**src/rtl/seg7_pkg.sv**
```systemverilog
// Shared types and segment codes for the 7-segment scan driver.
// Segment order is a..g with a in the MSB, active-high.
package seg7_pkg;

  typedef logic [6:0] seg_t;

  localparam seg_t SEG_0 = 7'b1111110;
  localparam seg_t SEG_1 = 7'b0110000;
  localparam seg_t SEG_2 = 7'b1101101;
  localparam seg_t SEG_3 = 7'b1111001;
  localparam seg_t SEG_4 = 7'b0110011;
  localparam seg_t SEG_5 = 7'b1011011;
  localparam seg_t SEG_6 = 7'b1011111;
  localparam seg_t SEG_7 = 7'b1110000;
  localparam seg_t SEG_8 = 7'b1111111;
  localparam seg_t SEG_9 = 7'b1111011;
  localparam seg_t SEG_A = 7'b1110111;
  localparam seg_t SEG_B = 7'b0011111;
  localparam seg_t SEG_C = 7'b1001110;
  localparam seg_t SEG_D = 7'b0111101;
  localparam seg_t SEG_E = 7'b1001111;
  localparam seg_t SEG_F = 7'b1000111;

endpackage

```
**src/rtl/seg7_hex_decode.sv**
```systemverilog
// Combinational hex nibble to 7-segment decoder.
// Lowercase glyphs are used for b and d.
module seg7_hex_decode
  import seg7_pkg::*;
(
  input  logic [3:0] hex_i,
  output seg_t       seg_o
);

  // Full 16-entry lookup of the glyph table
  always_comb begin
    seg_o = SEG_0;
    unique case (hex_i)
      4'h0: seg_o = SEG_0;
      4'h1: seg_o = SEG_1;
      4'h2: seg_o = SEG_2;
      4'h3: seg_o = SEG_3;
      4'h4: seg_o = SEG_4;
      4'h5: seg_o = SEG_5;
      4'h6: seg_o = SEG_6;
      4'h7: seg_o = SEG_7;
      4'h8: seg_o = SEG_8;
      4'h9: seg_o = SEG_9;
      4'hA: seg_o = SEG_A;
      4'hB: seg_o = SEG_B;
      4'hC: seg_o = SEG_C;
      4'hD: seg_o = SEG_D;
      4'hE: seg_o = SEG_E;
      4'hF: seg_o = SEG_F;
    endcase
  end

endmodule

```
**src/rtl/seg7_scan_driver.sv**
```systemverilog
// Multiplexed 7-segment scan driver with frame-synchronous value loads.
// Define SEG7_LEADING_ZERO_BLANK_EN to blank leading zero digits.
module seg7_scan_driver
  import seg7_pkg::*;
#(
  parameter int NUM_DIGITS  = 4,
  parameter int REFRESH_DIV = 50000
) (
  input  logic                    clk_i,
  input  logic                    rst_i,
  input  logic                    enable_i,
  input  logic                    load_valid_i,
  output logic                    load_ready_o,
  input  logic [4*NUM_DIGITS-1:0] value_i,
  output seg_t                    seg_o,
  output logic [NUM_DIGITS-1:0]   digit_sel_o,
  output logic                    frame_done_o
);

  localparam int CW = $clog2(REFRESH_DIV);
  localparam int IW = (NUM_DIGITS > 1) ? $clog2(NUM_DIGITS) : 1;
  localparam int VW = 4 * NUM_DIGITS;
  localparam logic [CW-1:0] CNT_LAST = CW'(REFRESH_DIV - 1);
  localparam logic [IW-1:0] IDX_LAST = IW'(NUM_DIGITS - 1);

  logic [CW-1:0]         cnt;
  logic [IW-1:0]         idx;
  logic [VW-1:0]         shadow;
  logic [VW-1:0]         pending;
  logic                  tc;
  logic                  boundary;
  logic                  accept;
  logic [3:0]            nib;
  logic [NUM_DIGITS-1:0] sel_d;
  logic                  blank;
  seg_t                  dec;

  assign tc       = (cnt == CNT_LAST);
  assign boundary = tc && (idx == IDX_LAST);
  assign accept   = load_valid_i && load_ready_o;

  // Refresh counter and digit index advance
  always_ff @(posedge clk_i or posedge rst_i) begin
    if (rst_i) begin
      cnt <= '0;
      idx <= '0;
    end else if (tc) begin
      cnt <= '0;
      idx <= (idx == IDX_LAST) ? '0 : idx + 1'b1;
    end else begin
      cnt <= cnt + 1'b1;
    end
  end

  // Load handshake: boundary loads bypass pending
  always_ff @(posedge clk_i or posedge rst_i) begin
    if (rst_i) begin
      shadow       <= '0;
      pending      <= '0;
      load_ready_o <= 1'b1;
    end else if (accept && boundary) begin
      shadow <= value_i;
    end else if (accept) begin
      pending      <= value_i;
      load_ready_o <= 1'b0;
    end else if (boundary && !load_ready_o) begin
      shadow       <= pending;
      load_ready_o <= 1'b1;
    end
  end

  // Pick current nibble, one-hot select and blanking
  always_comb begin
    nib   = '0;
    sel_d = '0;
    blank = 1'b0;
    for (int i = 0; i < NUM_DIGITS; i++) begin
      if (idx == IW'(i)) begin
        nib      = shadow[4*i +: 4];
        sel_d[i] = 1'b1;
`ifdef SEG7_LEADING_ZERO_BLANK_EN
        blank    = (i != 0) && ((shadow >> (4*i)) == '0);
`endif
      end
    end
  end

  seg7_hex_decode u_dec (
    .hex_i (nib),
    .seg_o (dec)
  );

  // Registered display outputs and frame pulse
  always_ff @(posedge clk_i or posedge rst_i) begin
    if (rst_i) begin
      seg_o        <= '0;
      digit_sel_o  <= '0;
      frame_done_o <= 1'b0;
    end else begin
      seg_o        <= (enable_i && !blank) ? dec : '0;
      digit_sel_o  <= enable_i ? sel_d : '0;
      frame_done_o <= boundary;
    end
  end

endmodule

```
**config.mk**
```make
export PLATFORM = sky130hd
export DESIGN_NAME = seg7_scan_driver
export DESIGN_NICKNAME = d
export VERILOG_FILES = /design/src/rtl/seg7_pkg.sv /design/src/rtl/seg7_hex_decode.sv /design/src/rtl/seg7_scan_driver.sv
export SDC_FILE = /design/constraint.sdc
export NUM_CORES = 1
export LEC_CHECK = 0
export ABC_AREA = 1
export BUFFER_PORTS_ARGS = -buffer_cell sky130_fd_sc_hd__buf_2
export CORE_MARGIN = 2
export CORE_UTILIZATION = 57
export DETAILED_ROUTE_END_ITERATION = 10
export PLACE_DENSITY = 0.77
export SYNTH_ARGS = -nofsm -noshare
export SYNTH_HDL_FRONTEND = slang
export SYNTH_SLANG_ARGS = --single-unit
```
**constraint.sdc**
```tcl
create_clock -name clk_i -period 3.2 [get_ports clk_i]
set_input_delay 0.48 -clock clk_i [delete_from_list [all_inputs] [get_ports clk_i]]
set_output_delay 0.48 -clock clk_i [all_outputs]
set_load 0.02 [all_outputs]
```
==> metrics.txt <==
# clock sinks 63; largest net degree at the start of global routing 36; CTS tree yes; Post-DP Area about 3500 um^2; clock skew about 0.013 ns; Final nets 481; vias per cell 5.09; status completed; Avg WL per Cell approximately 12 um; peak supply drop slightly above 0.3 mV; CP Cell Sequence inv_1 > ha_1 > inv_1 > nor2_1 > nor2_1 > a21oi_1 > inv_1 > ha_1 > inv_1 > nand2_1 > nand2_1 > a21oi_1; Syn Inst Count around 420; CTS resizes 0; worst slew pin tran 0.617 ns; pre-CTS setup slack between 0.9 and 1 ns; total power approximately 1.6 mW; Seq/Total Area, Yosys 0.482; Finished Core Util 0.654; leakage approximately 2.1 nW; Slew headroom 0.588; DRC violations left 0; HPWL after detailed placement approximately 4300 um; grt total ovfl 0; Total Routing Usage GR 0.223; crit path launch type register; I/O pins 33; P&R area growth vs syn 10.7%; Post-Syn Nets 447; first-pass GRT wire length approximately 11000 um; antenna violations before repair 0; n_diodes 0; final worst slack ~0.85 ns; vias in the first global route 2567; layout cells sized above 1 0.156; Max clock buf depth 2; CP endpoint kind register; Netlist cell types 30; Total Wirelength 6210 um; die area ~6400 um^2; Yosys warnings 0; Initial Utilization 0.591; Top cell by count, worst path inv_1; Iter 0 DRT Violations approximately 150; Worst-Skew Late Latency 0.34 ns; most frequent cells in the layout 120 x nand2_1, 62 x dfrtp_1, 53 x inv_1; post-route cell area between 3000 and 4000 um^2; Worst path max stage delay approximately 0.41 ns; chip width roughly 80 um; H-Tree Level Count 3; MaxCap Viol Count 0; synthesized area per cell between 7 and 8 um^2; number of routed nets with antenna violations 0; via count 2683; Hold Crit Class input port to async pin; postcts setup bufs 0; most common cell after layout, fill and taps aside nand2_1; setup TNS 0 ns; Final Cycle Share 0.736; Tmin final about 2.4 ns; synthesized flop and latch total 63; Slowest-stage cell, CP a21oi_1; core box area between 5000 and 6000 um^2; CTS clk-pin slew, worst paths approximately 0.070 ns; Chip Height 79.8 um; GPL Wtd Cong 0.906; CP Max Fanout 6; unrepaired setup endpoints after global routing false; CP Class register to register; port bufs 32; WP data arrival around 2.6 ns; Cell Pwr Density roughly 450 nW/um^2; fmax ~420 MHz; total CTS buffers 9; # setup viols final 0; final hold viol count 0; CTS root buf clkbuf_8; Final Max Slew Viols 0; drt first pass iters 4; Req. time, crit path between 3 and 4 ns; Post-Syn Area about 3300 um^2; num rows 27; CTS Hold Bufs 0
## cell usage after synthesis (all sizes together)
| library cell | instances | area [um^2] |
|---|---|---|
| dfrtp | 62 | 1550 |
| xor2 | 7 | 61.3 |
| o21a | 1 | 7.51 |
| a31oi | 1 | 6.26 |
| or2 | 2 | 12.5 |
| clkbuf | 2 | 7.51 |
| inv | 54 | 203 |
| nor4 | 1 | 6.26 |
| clkinv | 2 | 8.75 |
| nand4 | 4 | 25.0 |
| ha | 11 | 138 |
| o21bai | 1 | 7.51 |
| o21ai | 10 | 50.1 |
| dfstp | 1 | 26.3 |
| nor2 | 68 | 295 |
| a22oi | 4 | 30.0 |
| a21oi | 27 | 135 |
| nand3 | 20 | 118 |
| nor3 | 6 | 30.0 |
| nand2 | 124 | 490 |
| buf | 8 | 63.8 |
## power by group
| part | switching (mW) | internal [mW] | leakage (nW) |
|---|---|---|---|
| Sequential | 0.0185 | 0.868 | 0.795 |
| Clock | 0.282 | 0.301 | 0.0844 |
| Combinational | 0.110 | 0.0637 | 1.21 |
## registers in the layout, indices dropped and copies added, names as in the netlist
| signal | count |
|---|---|
| cnt | 16 |
| digit_sel_o | 4 |
| frame_done_o | 1 |
| idx | 2 |
| load_ready_o | 1 |
| pending | 16 |
| seg_o | 7 |
| shadow | 16 |
## worst max-delay path: cells and delay by family, from the launching register on
family	cells	cell delay (ns)
adders and majority gates	2	0.58
DFF	1	0.40
buffers and inverters	4	0.45
and+or+nand+nor	4	0.28
AOI/OAI and AO/OA	2	0.57
## worst paths after layout
kind / slack (ns) / to / startpoint / depth (start not counted)
min in group clk_i: 0.40 / pending[11]$_DFFE_PP0P_ / value_i[11] / 3
worst max register to register: 0.85 / seg_o[5]$_DFF_PP0_ / idx[0]$_DFFE_PP0N_ / 12
worst min register to register: 0.46 / cnt[0]$_DFF_PP0_ / cnt[0]$_DFF_PP0_ / 1
worst max-delay path: 0.85 / seg_o[5]$_DFF_PP0_ / idx[0]$_DFFE_PP0N_ / 12
max in group asynchronous: 2.13 / load_ready_o$_DFFE_PP1P_ / rst_i / 3
worst min-delay path: 0.20 / pending[4]$_DFFE_PP0P_ / rst_i / 2
## metal layers
| metal | wire length, um | up-vias | global-route usage |
|---|---|---|---|
| li1 | - | 1353 | - |
| met1 | 2940 | 1237 | 0.283 |
| met2 | 2810 | 73 | 0.352 |
| met3 | 289 | 20 | 0.0577 |
| met4 | 172 | 0 | 0.119 |
| met5 | 0 | - | 0 |
## cell type report
| type | count | area [um^2] |
|---|---|---|
| Fill cell | 509 | 1920 |
| Sequential cell | 63 | 1580 |
| Multi-Input combinational cell | 287 | 1410 |
| Inverter | 56 | 211 |
| Timing Repair Buffer | 33 | 168 |
| Clock buffer | 14 | 153 |
| Tap cell | 72 | 90.1 |
| Clock inverter | 2 | 10.0 |
## logic make-up after synthesis
kind of cell             count (synthesis)  share of synthesized area
AND/OR/NAND/NOR                        225                      0.299
buffers and inverters                   66                     0.0864
flip-flops                              63                      0.482
AO/OA/AOI/OAI                           44                     0.0723
adder cells (fa/ha/maj)                 11                     0.0420
XOR/XNOR                                 7                     0.0187
## per-stage QoR
step,hold WS (ns),cells
final,0.196,527
after global placement,0.452,511
after global routing,0.239,527
after CTS,0.219,527
after detailed placement,0.455,511
after floorplan,0.433,416
(Power assumes the default switching activity.)
